`config.mk`:
```
export PLATFORM = sky130hd
export DESIGN_NAME = perf_counter_bank
export DESIGN_NICKNAME = d
export VERILOG_FILES = /design/src/rtl/perf_pkg.sv /design/src/rtl/perf_channel.sv /design/src/rtl/perf_counter_bank.sv
export SDC_FILE = /design/constraint.sdc
export NUM_CORES = 1
export LEC_CHECK = 0
export CORE_ASPECT_RATIO = 1.4
export CORE_MARGIN = 1
export CORE_UTILIZATION = 56
export DETAILED_ROUTE_END_ITERATION = 8
export PLACE_DENSITY = 0.74
export SLEW_MARGIN = 30
export SYNTH_ARGS = -nofsm -noshare
export SYNTH_HDL_FRONTEND = slang
export SYNTH_SLANG_ARGS = --single-unit
```
`constraint.sdc`:
```
create_clock -name clk -period 2.4 [get_ports clk]
set_input_delay 0.36 -clock clk [delete_from_list [all_inputs] [get_ports clk]]
set_output_delay 0.36 -clock clk [all_outputs]
set_load 0.02 [all_outputs]
```
`src/rtl/perf_pkg.sv`:
```
// Shared definitions for the performance counter bank: register map layout,
// CFG/GCTL field positions and reset constants.
package perf_pkg;

    // Register index offsets inside the MMIO window
    localparam int IDX_COUNT = 0;

    function automatic int idx_cfg(input int num_ch);
        return num_ch;
    endfunction

    function automatic int idx_gctl(input int num_ch);
        return 2 * num_ch;
    endfunction

    function automatic int idx_ovf(input int num_ch);
        return 2 * num_ch + 1;
    endfunction

    // The window spans the next power-of-two number of 16-bit registers that
    // covers every mapped index; the spare slots read as zero.
    function automatic int win_regs(input int num_ch);
        return 1 << $clog2(2 * num_ch + 2);
    endfunction

    // CFG[ch] field positions
    localparam int CFG_EN_BIT   = 0;
    localparam int CFG_MODE_BIT = 1;
    localparam int CFG_THR_LSB  = 2;

    // GCTL bit positions
    localparam int GCTL_GEN_BIT = 0;
    localparam int GCTL_SAT_BIT = 1;
    localparam int GCTL_CLR_BIT = 2;

    // Reset values: channel enabled, cycle mode, threshold 1; bank enabled, wrap
    localparam logic [15:0] CFG_RESET  = 16'h0005;
    localparam logic [15:0] GCTL_RESET = 16'h0001;

    // Register class selected by the decoded index
    typedef enum logic [2:0] {
        REG_NONE,
        REG_COUNT,
        REG_CFG,
        REG_GCTL,
        REG_OVF
    } reg_kind_e;

endpackage

```
`src/rtl/perf_channel.sv`:
```
// One counter channel: run-length tracking, threshold qualification,
// wrap/saturate counting, sticky overflow flag and the channel's CFG register.
module perf_channel
    import perf_pkg::*;
#(
    parameter int CNT_W    = 16,
    parameter int THRESH_W = 4
) (
    input  logic             clk,
    input  logic             rst_n,
    input  logic             i_event,
    input  logic             i_global_en,
    input  logic             i_saturate,
    input  logic             i_clear_all,
    input  logic             i_cnt_we,
    input  logic             i_cfg_we,
    input  logic             i_ovf_clr,
    input  logic [15:0]      i_wdata,
    output logic [CNT_W-1:0] o_count,
    output logic [15:0]      o_cfg,
    output logic             o_ovf
);

    logic                r_en;
    logic                r_mode;
    logic [THRESH_W-1:0] r_thr;
    logic [THRESH_W-1:0] r_run;
    logic [CNT_W-1:0]    r_count;
    logic                r_ovf;

    logic                w_active;
    logic [THRESH_W-1:0] w_thr_eff;
    logic [THRESH_W:0]   w_run_next;
    logic                w_run_hit;
    logic                w_inc;
    logic                w_at_max;
    logic                w_unused_wdata;

    assign w_active  = r_en & i_global_en;
    // A programmed threshold of zero behaves like one
    assign w_thr_eff = (r_thr == '0) ? THRESH_W'(1) : r_thr;
    // Run length including the current cycle; one bit wider so it cannot wrap
    assign w_run_next = {1'b0, r_run} + (THRESH_W + 1)'(1);
    assign w_run_hit  = r_mode ? (w_run_next == {1'b0, w_thr_eff})
                               : (w_run_next >= {1'b0, w_thr_eff});
    // clear_all and a COUNT write both override the increment for this edge
    assign w_inc      = w_active & i_event & w_run_hit & ~i_clear_all & ~i_cnt_we;
    assign w_at_max   = &r_count;

    // Upper write-data bits are not used when the fields are narrower than 16
    assign w_unused_wdata = ^i_wdata;

    // CFG register: enable, event mode and run-length threshold
    // NOTE: sequential state is always assigned with <= so every flop samples
    // the pre-edge values, independent of statement order.
    always_ff @(posedge clk or negedge rst_n) begin
        if (!rst_n) begin
            r_en   <= CFG_RESET[CFG_EN_BIT];
            r_mode <= CFG_RESET[CFG_MODE_BIT];
            r_thr  <= CFG_RESET[CFG_THR_LSB +: THRESH_W];
        end else if (i_cfg_we) begin
            r_en   <= i_wdata[CFG_EN_BIT];
            r_mode <= i_wdata[CFG_MODE_BIT];
            r_thr  <= i_wdata[CFG_THR_LSB +: THRESH_W];
        end
    end

    // Saturating run length of consecutive active event cycles
    always_ff @(posedge clk or negedge rst_n) begin
        if (!rst_n) begin
            r_run <= '0;
        end else if (i_clear_all) begin
            r_run <= '0;
        end else if (w_active && i_event) begin
            if (r_run != '1) begin
                r_run <= r_run + THRESH_W'(1);
            end
        end else begin
            r_run <= '0;
        end
    end

    // Event count: clear_all, then MMIO load, then qualified increment
    always_ff @(posedge clk or negedge rst_n) begin
        if (!rst_n) begin
            r_count <= '0;
        end else if (i_clear_all) begin
            r_count <= '0;
        end else if (i_cnt_we) begin
            r_count <= i_wdata[CNT_W-1:0];
        end else if (w_inc && !(w_at_max && i_saturate)) begin
            r_count <= r_count + CNT_W'(1);
        end
    end

    // Sticky overflow flag; a new overflow wins over a same-cycle clear
    always_ff @(posedge clk or negedge rst_n) begin
        if (!rst_n) begin
            r_ovf <= 1'b0;
        end else begin
            r_ovf <= (w_inc & w_at_max) | (r_ovf & ~i_ovf_clr);
        end
    end

    // CFG readback image, zero-extended to 16 bits
    // NOTE: the default assignment first keeps every bit driven on every
    // path, so no latch is inferred.
    always_comb begin
        o_cfg                            = '0;
        o_cfg[CFG_EN_BIT]                = r_en;
        o_cfg[CFG_MODE_BIT]              = r_mode;
        o_cfg[CFG_THR_LSB +: THRESH_W]   = r_thr;
    end

    assign o_count = r_count;
    assign o_ovf   = r_ovf;

endmodule

```
`src/rtl/perf_counter_bank.sv`:
```
// Bank of NUM_CH performance counters behind a one-cycle MMIO port. Holds
// the address decode, global control, overflow aggregation and read mux.
module perf_counter_bank
    import perf_pkg::*;
#(
    parameter int          NUM_CH    = 9,
    parameter int          CNT_W     = 16,
    parameter int          THRESH_W  = 4,
    parameter logic [15:0] BASE_ADDR = 16'hFFC0
) (
    input  logic              clk,
    input  logic              rst_n,
    input  logic [NUM_CH-1:0] events,
    input  logic              mmio_req,
    input  logic              mmio_we,
    input  logic [15:0]       mmio_addr,
    input  logic [15:0]       mmio_wdata,
    output logic              mmio_hit,
    output logic              mmio_resp,
    output logic [15:0]       mmio_rdata,
    output logic              ovf_irq
);

    localparam int               WIN       = win_regs(NUM_CH);
    localparam int               IDX_W     = $clog2(WIN);
    localparam logic [16:0]      WIN_BYTES = 17'(2 * WIN);
    localparam logic [IDX_W-1:0] IDX_CFG   = IDX_W'(idx_cfg(NUM_CH));
    localparam logic [IDX_W-1:0] IDX_GCTL  = IDX_W'(idx_gctl(NUM_CH));
    localparam logic [IDX_W-1:0] IDX_OVF   = IDX_W'(idx_ovf(NUM_CH));

    logic              r_global_en;
    logic              r_saturate;
    logic              r_resp;
    logic [15:0]       r_rdata;

    logic [16:0]       w_offset;
    logic [IDX_W-1:0]  w_idx;
    reg_kind_e         w_kind;
    logic              w_access;
    logic              w_wr;
    logic              w_gctl_wr;
    logic              w_ovf_wr;
    logic              w_clear_all;
    logic [15:0]       w_rdata;
    logic              w_unused_offset;

    logic [NUM_CH-1:0] w_cnt_we;
    logic [NUM_CH-1:0] w_cfg_we;
    logic [NUM_CH-1:0] w_ovf_clr;
    logic [NUM_CH-1:0] w_ovf;
    logic [CNT_W-1:0]  w_count [NUM_CH];
    logic [15:0]       w_cfg   [NUM_CH];

    // 17-bit difference: addresses below the base wrap to a huge offset and miss
    assign w_offset = {1'b0, mmio_addr} - {1'b0, BASE_ADDR};
    assign mmio_hit = (w_offset < WIN_BYTES);
    // Byte-address bit 0 is ignored
    assign w_idx    = w_offset[IDX_W:1];
    assign w_unused_offset = ^{w_offset[16:IDX_W+1], w_offset[0]};

    assign w_access    = mmio_req & mmio_hit;
    assign w_wr        = w_access & mmio_we;
    assign w_gctl_wr   = w_wr & (w_kind == REG_GCTL);
    assign w_ovf_wr    = w_wr & (w_kind == REG_OVF);
    // clear_all is a strobe only; it is never stored and so reads back as 0
    assign w_clear_all = w_gctl_wr & mmio_wdata[GCTL_CLR_BIT];

    // Classify the window index into a register class
    always_comb begin
        w_kind = REG_NONE;
        if (w_idx < IDX_CFG) begin
            w_kind = REG_COUNT;
        end else if (w_idx < IDX_GCTL) begin
            w_kind = REG_CFG;
        end else if (w_idx == IDX_GCTL) begin
            w_kind = REG_GCTL;
        end else if (w_idx == IDX_OVF) begin
            w_kind = REG_OVF;
        end
    end

    for (genvar c = 0; c < NUM_CH; c++) begin : g_ch
        assign w_cnt_we[c]  = w_wr & (w_kind == REG_COUNT) &
                              (w_idx == IDX_W'(IDX_COUNT + c));
        assign w_cfg_we[c]  = w_wr & (w_kind == REG_CFG) &
                              (w_idx == IDX_W'(idx_cfg(NUM_CH) + c));
        assign w_ovf_clr[c] = w_ovf_wr & mmio_wdata[c];

        perf_channel #(
            .CNT_W    (CNT_W),
            .THRESH_W (THRESH_W)
        ) u_channel (
            .clk         (clk),
            .rst_n       (rst_n),
            .i_event     (events[c]),
            .i_global_en (r_global_en),
            .i_saturate  (r_saturate),
            .i_clear_all (w_clear_all),
            .i_cnt_we    (w_cnt_we[c]),
            .i_cfg_we    (w_cfg_we[c]),
            .i_ovf_clr   (w_ovf_clr[c]),
            .i_wdata     (mmio_wdata),
            .o_count     (w_count[c]),
            .o_cfg       (w_cfg[c]),
            .o_ovf       (w_ovf[c])
        );
    end

    // Read mux over the pre-edge register values; unmapped slots read 0
    always_comb begin
        w_rdata = '0;
        case (w_kind)
            REG_COUNT: begin
                for (int c = 0; c < NUM_CH; c++) begin
                    if (w_idx == IDX_W'(IDX_COUNT + c)) begin
                        w_rdata = 16'(w_count[c]);
                    end
                end
            end
            REG_CFG: begin
                for (int c = 0; c < NUM_CH; c++) begin
                    if (w_idx == IDX_W'(idx_cfg(NUM_CH) + c)) begin
                        w_rdata = w_cfg[c];
                    end
                end
            end
            REG_GCTL: begin
                w_rdata[GCTL_GEN_BIT] = r_global_en;
                w_rdata[GCTL_SAT_BIT] = r_saturate;
            end
            REG_OVF: begin
                w_rdata = 16'(w_ovf);
            end
            default: begin
                w_rdata = '0;
            end
        endcase
    end

    // Global control: bank enable and overflow policy
    always_ff @(posedge clk or negedge rst_n) begin
        if (!rst_n) begin
            r_global_en <= GCTL_RESET[GCTL_GEN_BIT];
            r_saturate  <= GCTL_RESET[GCTL_SAT_BIT];
        end else if (w_gctl_wr) begin
            r_global_en <= mmio_wdata[GCTL_GEN_BIT];
            r_saturate  <= mmio_wdata[GCTL_SAT_BIT];
        end
    end

    // One-cycle response; read data is captured only for read hits
    always_ff @(posedge clk or negedge rst_n) begin
        if (!rst_n) begin
            r_resp  <= 1'b0;
            r_rdata <= '0;
        end else begin
            r_resp  <= w_access;
            r_rdata <= (w_access && !mmio_we) ? w_rdata : '0;
        end
    end

    assign mmio_resp  = r_resp;
    assign mmio_rdata = r_rdata;
    assign ovf_irq    = |w_ovf;

endmodule

```
**Word-level counts from Yosys, hierarchy flattened**

Cells that the tools add are included.

- Add/subtract/negate cells: 28
- Magnitude comparators: 12
- Eq/ne operators: 50
- Multiplexer cells: 97
- Bitwise logic cells: 125
- Reductions and logical operators: 67

Operator list:

| operator | number |
|---|---|
| $mux 16 | 45 |
| $add 16x1->16 const B | 9 |
| $mux 4 | 36 |
| $reduce_and 16->1 | 9 |
| $and 1x1->1 | 97 |
| $add 4x1->5 const B | 9 |
| $eq 5x4->1 | 9 |
| $ge 5x4->1 | 9 |
| $pmux 14 s3 | 1 |
| $eq 5x4->1 const B | 8 |
| $add 4x1->4 const B | 9 |
| $logic_not 4->1 | 9 |
| $ne 4x4->1 const B | 9 |
| $logic_and 1x1->1 | 28 |
| $ne 3x2->1 const B | 9 |
| $reduce_bool 3->1 | 9 |
| $eq 5x3->1 const B | 4 |
| $eq 5x5->1 const B | 4 |
| $not 1->1 | 19 |
| $lt 17x7->1 const B | 1 |
| $sub 16x16->17 const B | 1 |
| $mux 3 | 4 |
| $eq 5x2->1 const B | 2 |
| $logic_not 1->1 | 10 |
| 12 further kinds | 29 |

- Register bits after elaboration: 262
- Bits of input ports: 45
- Output and inout port bits: 19

**Longest topological paths before layout**

- Depth in word-level cells: 16
- Depth in mapped cells: 11
- Depth with buffers taken out: 10

**Cells and area by module**

From an unflattened synthesis, not the netlist that was laid out.

- Cells, all modules: 2168
- Area total of the unflattened synthesis: 19304.8 um^2

By module, submodules not included:

| module | instances | cells each | area an instance (um^2) |
|---|---|---|---|
| perf_channel | 9 | 184 | 1731.7 |
| perf_counter_bank | 1 | 512 | 3719.8 |

**Least setup slack after synthesis**

OpenSTA, ideal clock, no wires.

- Kind: reg-to-reg
- From: register g_ch[5].u_channel.r_run[0]
- To: register g_ch[5].u_channel.r_count[12]
- Setup time: 0.139 ns
- Arrival: 2.294 ns
- Path slack: -0.034 ns
- Stages on the path, launching flop included: 10
- Path buffers: 1
- Cells stage by stage: dfrtp_1 > ha_1 > xor2_1 > ha_1 > nand4_1 > o221a_2 > or3_1 > buf_4 > o311ai_0 > o21ai_0

- Word-level cells in the longest chain between the ends: 8

Ends and longest elaborated chain:

| item | RTL line | text |
|---|---|---|
| start, declared | perf_channel.sv:27 | `logic [THRESH_W-1:0] r_run;` |
| start signal, assigned | perf_channel.sv:76 | `r_run <= r_run + THRESH_W'(1);` |
| $add 4x1->5 (*) | perf_channel.sv:43 | `assign w_run_next = {1'b0, r_run} + (THRESH_W + 1)'(1);` |
| $ge 5x4->1 or $eq 5x4->1 (tied branches) | perf_channel.sv:45, perf_channel.sv:44 |  |
| $mux 1 (*) | perf_channel.sv:44 | `assign w_run_hit = r_mode ? (w_run_next == {1'b0, w_thr_eff})` |
| $and 1x1->1 (*) (3 in series) | perf_channel.sv:47 | `assign w_inc = w_active & i_event & w_run_hit & ~i_clear_all & ~i_cnt_we;` |
| $logic_and 1x1->1 (*) | perf_channel.sv:91 | `end else if (w_inc && !(w_at_max && i_saturate)) begin` |
| $reduce_bool 3->1 (no line) (*) | - |  |
| end signal, assigned | perf_channel.sv:90 | `r_count <= i_wdata[CNT_W-1:0];` |
| end signal, assigned | perf_channel.sv:92 | `r_count <= r_count + CNT_W'(1);` |
| end, declared | perf_channel.sv:28 | `logic [CNT_W-1:0] r_count;` |

Mark *: on every way between the ends. The rest lies on a longest branch, timed or not.
A chain may end at the register's enable or synchronous reset.

**Final worst setup path**

- From: register g_ch[4].u_channel.r_run[1]
- To: register g_ch[4].u_channel.r_count[0]

- Word-level cells in the longest chain between the ends: 8

Ends and longest elaborated chain:

| item | RTL line |
|---|---|
| start, declared | perf_channel.sv:27 |
| start signal, assigned | perf_channel.sv:76 |
| $add 4x1->5 (*) | perf_channel.sv:43 |
| $ge 5x4->1 or $eq 5x4->1 (tied branches) | perf_channel.sv:45, perf_channel.sv:44 |
| $mux 1 (*) | perf_channel.sv:44 |
| $and 1x1->1 (*) (3 in series) | perf_channel.sv:47 |
| $logic_and 1x1->1 (*) | perf_channel.sv:91 |
| $reduce_bool 3->1 (no line) (*) | - |
| end signal, assigned | perf_channel.sv:90 |
| end signal, assigned | perf_channel.sv:92 |
| end, declared | perf_channel.sv:28 |

Marked as above.

==> impl_metrics.ini <==
[outcome]
outcome = finished with violations
violations = setup timing

[setup_path]
cp.arrival_ps = 3100
rr_worst_depth = 10
r2r-end = g_ch[4].u_channel.o_count[0]$_DFFE_PN0P_
crit_family = compound AO/OA/AOI/OAI gates
worstSetupPathType = register to register
r2r_start = g_ch[4].u_channel.r_run[1]$_DFFE_PN0P_
cp_cell_sequence = ha_2 -> xor2_1 -> ha_1 -> nand2_2 -> nor2_4 -> a221oi_4 -> o31a_1 -> buf_4 -> nor4_1 -> a221o_1
slowest_stage = dfrtp_1
timing.critical_path.buf_inv = 1
cp_data_required_time_ps = 2870
critPathLaunch = g_ch[4].u_channel.r_run[1]$_DFFE_PN0P_
critPathCapture = g_ch[4].u_channel.o_count[0]$_DFFE_PN0P_
r2r_slack_ps = -240
cp_max_fo = 5
cp_slowest_stage_delay_ps = 420
endpoint_kind = register
critical_path_depth = 10
startpoint_type = register

[placement]
io_buffers = 62
dp_slack_ps = -640.3
dp_hpwl_microns = 51050
place_congestion = 1.113

[global_routing]
grt_max_degree = 80
antenna_found_initial = 1
track_usage = 0.4544
grt_pass1_wl_microns = 107500
grt_pass1_vias = 18770
grt-ovfl-total = 0

[logic_synthesis]
synth_cell_type_count = 94
synth-seq-cells = 262
syn_inst = 2020
ys_seq_area_frac = 0.3828
synth.avg_cell_area_sq_um = 8.511
synthArstFlopShare = 1.000
synth_area_sq_um = 17190
yosysWarnings = 0
synth_fp_nets = 2120
synth_ff_type = dfrtp_1
synth-edff-count = 0

[final_layout]
final_cell_mix = 393 x buf_4, 236 x dfrtp_1, 165 x a21oi_1
final_util = 0.7910
layout-drive-gt1-share = 0.3255
n_fill_cell = 1980
area_growth_pct = 38.60
final_common_cell = buf_4
antennaDiodeCount = 0
nets = 2547
multi_input_area_sq_um = 11130
seqCellArea_sq_um = 6589

[pwr]
clock_power_share = 0.494
p_switching_uw = 2477
ir_drop_v = 0.0005719
power_uw = 10130
p_seq_frac = 0.436
power.internal_uw = 7654
p_sw_frac = 0.2445
powerDensity_nw_per_um2 = 425.2
pwr-share-comb = 0.070
leakagePower_uw = 0.01023

[floorplanning]
io_pins = 64
die_w_microns = 150.1
num_rows = 75
core_area_sq_um = 30120
die_area_sq_um = 31410
start_util = 0.5707
dieHeight_microns = 209.3

[clocking]
clk_pin_slew_worst_paths_ps = 70
cts_num_sinks = 262
insertion_delay_ps = 600
htree_levels = 1
cts_root_buf = clkbuf_16
cts_tree = yes
numCtsBuffers = 29
cts_max_path_buffers = 3

[timing]
setup_viol = 79
hold_viol_final = 0
setup_ws_ps = -238.8
fin_crit_sh = 1.100
rsz0062_at_grt = yes
slew_headroom = 0.3698
slew_viol_final = 0
fin_skew_ps = 20.69
max_freq_ghz = 0.3790
holdWs_ps = 371.3
period_needed_ps = 2639
tightest_slew_ps = 945.2

[routing]
postRouteAntennaNets = 0
first_pass_iters = 9
routedWlPerCell_microns = 26.34
finalWirelength_microns = 75190
drc_errors = 0
viasPerCell = 6.894
vias = 19680
drtIter0Drc = 2315

[min_path]
hold_path_class = input port to async pin

[job]
maxCapViolCount = 0
## cell type report
type | count | area share
multi-input cells | 1601 | 0.4673
inverters | 42 | 0.006617
flip-flops and latches | 262 | 0.2765
clock buffers | 39 | 0.03497
clock inverters | 15 | 0.009190
repair buffers | 511 | 0.1852
well taps | 385 | 0.02022
## power by group through the flow
stage	combinational, uW	sequential (uW)	clock [uW]
6_report	707	4420	5010
5_1_grt	731	4420	5180
4_1_cts	677	4420	5000
3_5_place_dp	673	4500	0
3_3_place_gp	664	4500	0
2_1_floorplan	203	4500	0
## what timing repair did
item,CTS,global route
pin swaps,44,114
buffers inserted,17,21
cloned,3,4
hold buffers,1,0
setup endpoints to repair,134,144
endpoints found under the hold margin,73,0
resized for setup,98,259
## metrics by stage
| step | setup TNS [ps] | area (sq um) | instances |
|---|---|---|---|
| after CTS | -404.4 | 22770 | 2833 |
| after global routing | -13520 | 23830 | 2855 |
| after global placement | -96540 | 21130 | 2759 |
| after floorplan | 0 | 17210 | 2020 |
| after detailed placement | -109680 | 21130 | 2759 |
| final | -7070 | 23830 | 2855 |
## cells by family after synthesis
kind of cell    Yosys count  synth area share
flops                   262            0.3828
mux                      81           0.05066
compound gates          630            0.2231
buf+inv                 158           0.04010
simple gates            780            0.2358
xor+xnor                 54           0.02751
fa+ha+maj                55           0.04003
## worst min path at each step
stage	start	end	slack, ps	depth (start not counted)
CTS	rst_n	g_ch[7].u_channel.o_ovf$_DFF_PN0_	400	2
floorplan	rst_n	g_ch[0].u_channel.o_count[0]$_DFFE_PN0P_	60	0
finish	rst_n	g_ch[7].u_channel.o_count[6]$_DFFE_PN0P_	370	2
detailed placement	rst_n	g_ch[7].u_channel.o_count[6]$_DFFE_PN0P_	430	1
global route	rst_n	g_ch[7].u_channel.o_count[6]$_DFFE_PN0P_	440	2
global placement	rst_n	g_ch[7].u_channel.o_count[6]$_DFFE_PN0P_	420	1
## state kept, by name, indices dropped and copies added, names as in the netlist, 9 cells and up
register / flops
g_ch.u_channel.r_run: 36
mmio_rdata: 16
g_ch.u_channel.o_count: 144
g_ch.u_channel.r_thr: 36
g_ch.u_channel.r_en: 9
g_ch.u_channel.r_mode: 9
g_ch.u_channel.o_ovf: 9
## routing by layer
layer  vias to the layer above  global-route usage  part of all wire  wire length (microns)
met5                         -                   0                 0                      0
met4                         0              0.3678              0.11                   7959
met3                       507             0.08696              0.11                   8315
met2                      1470              0.7222              0.45                  34020
met1                      9333              0.5314              0.33                  24900
li1                       8373                   -                 -                      -
## Yosys cell counts (19+ instances only)
library cell	count	area share
nand3_1	97	0.028
nor4_1	28	0.010
xor2_1	21	0.011
dfstp_2	19	0.029
nor3b_1	31	0.014
nor2b_1	31	0.011
dfrtp_1	243	0.35
a21oi_1	189	0.055
clkbuf_1	54	0.012
inv_1	42	0.0092
xnor2_1	33	0.017
mux2i_1	33	0.019
nor2_1	165	0.036
buf_2	45	0.013
nand2_1	173	0.038
a31oi_1	20	0.0073
nor3_1	75	0.022
o21ai_0	221	0.064
mux2_2	48	0.031
a22oi_1	35	0.015
and3_1	60	0.022
ha_1	55	0.040
nand4_1	25	0.0091
(Power assumes the default switching activity.)
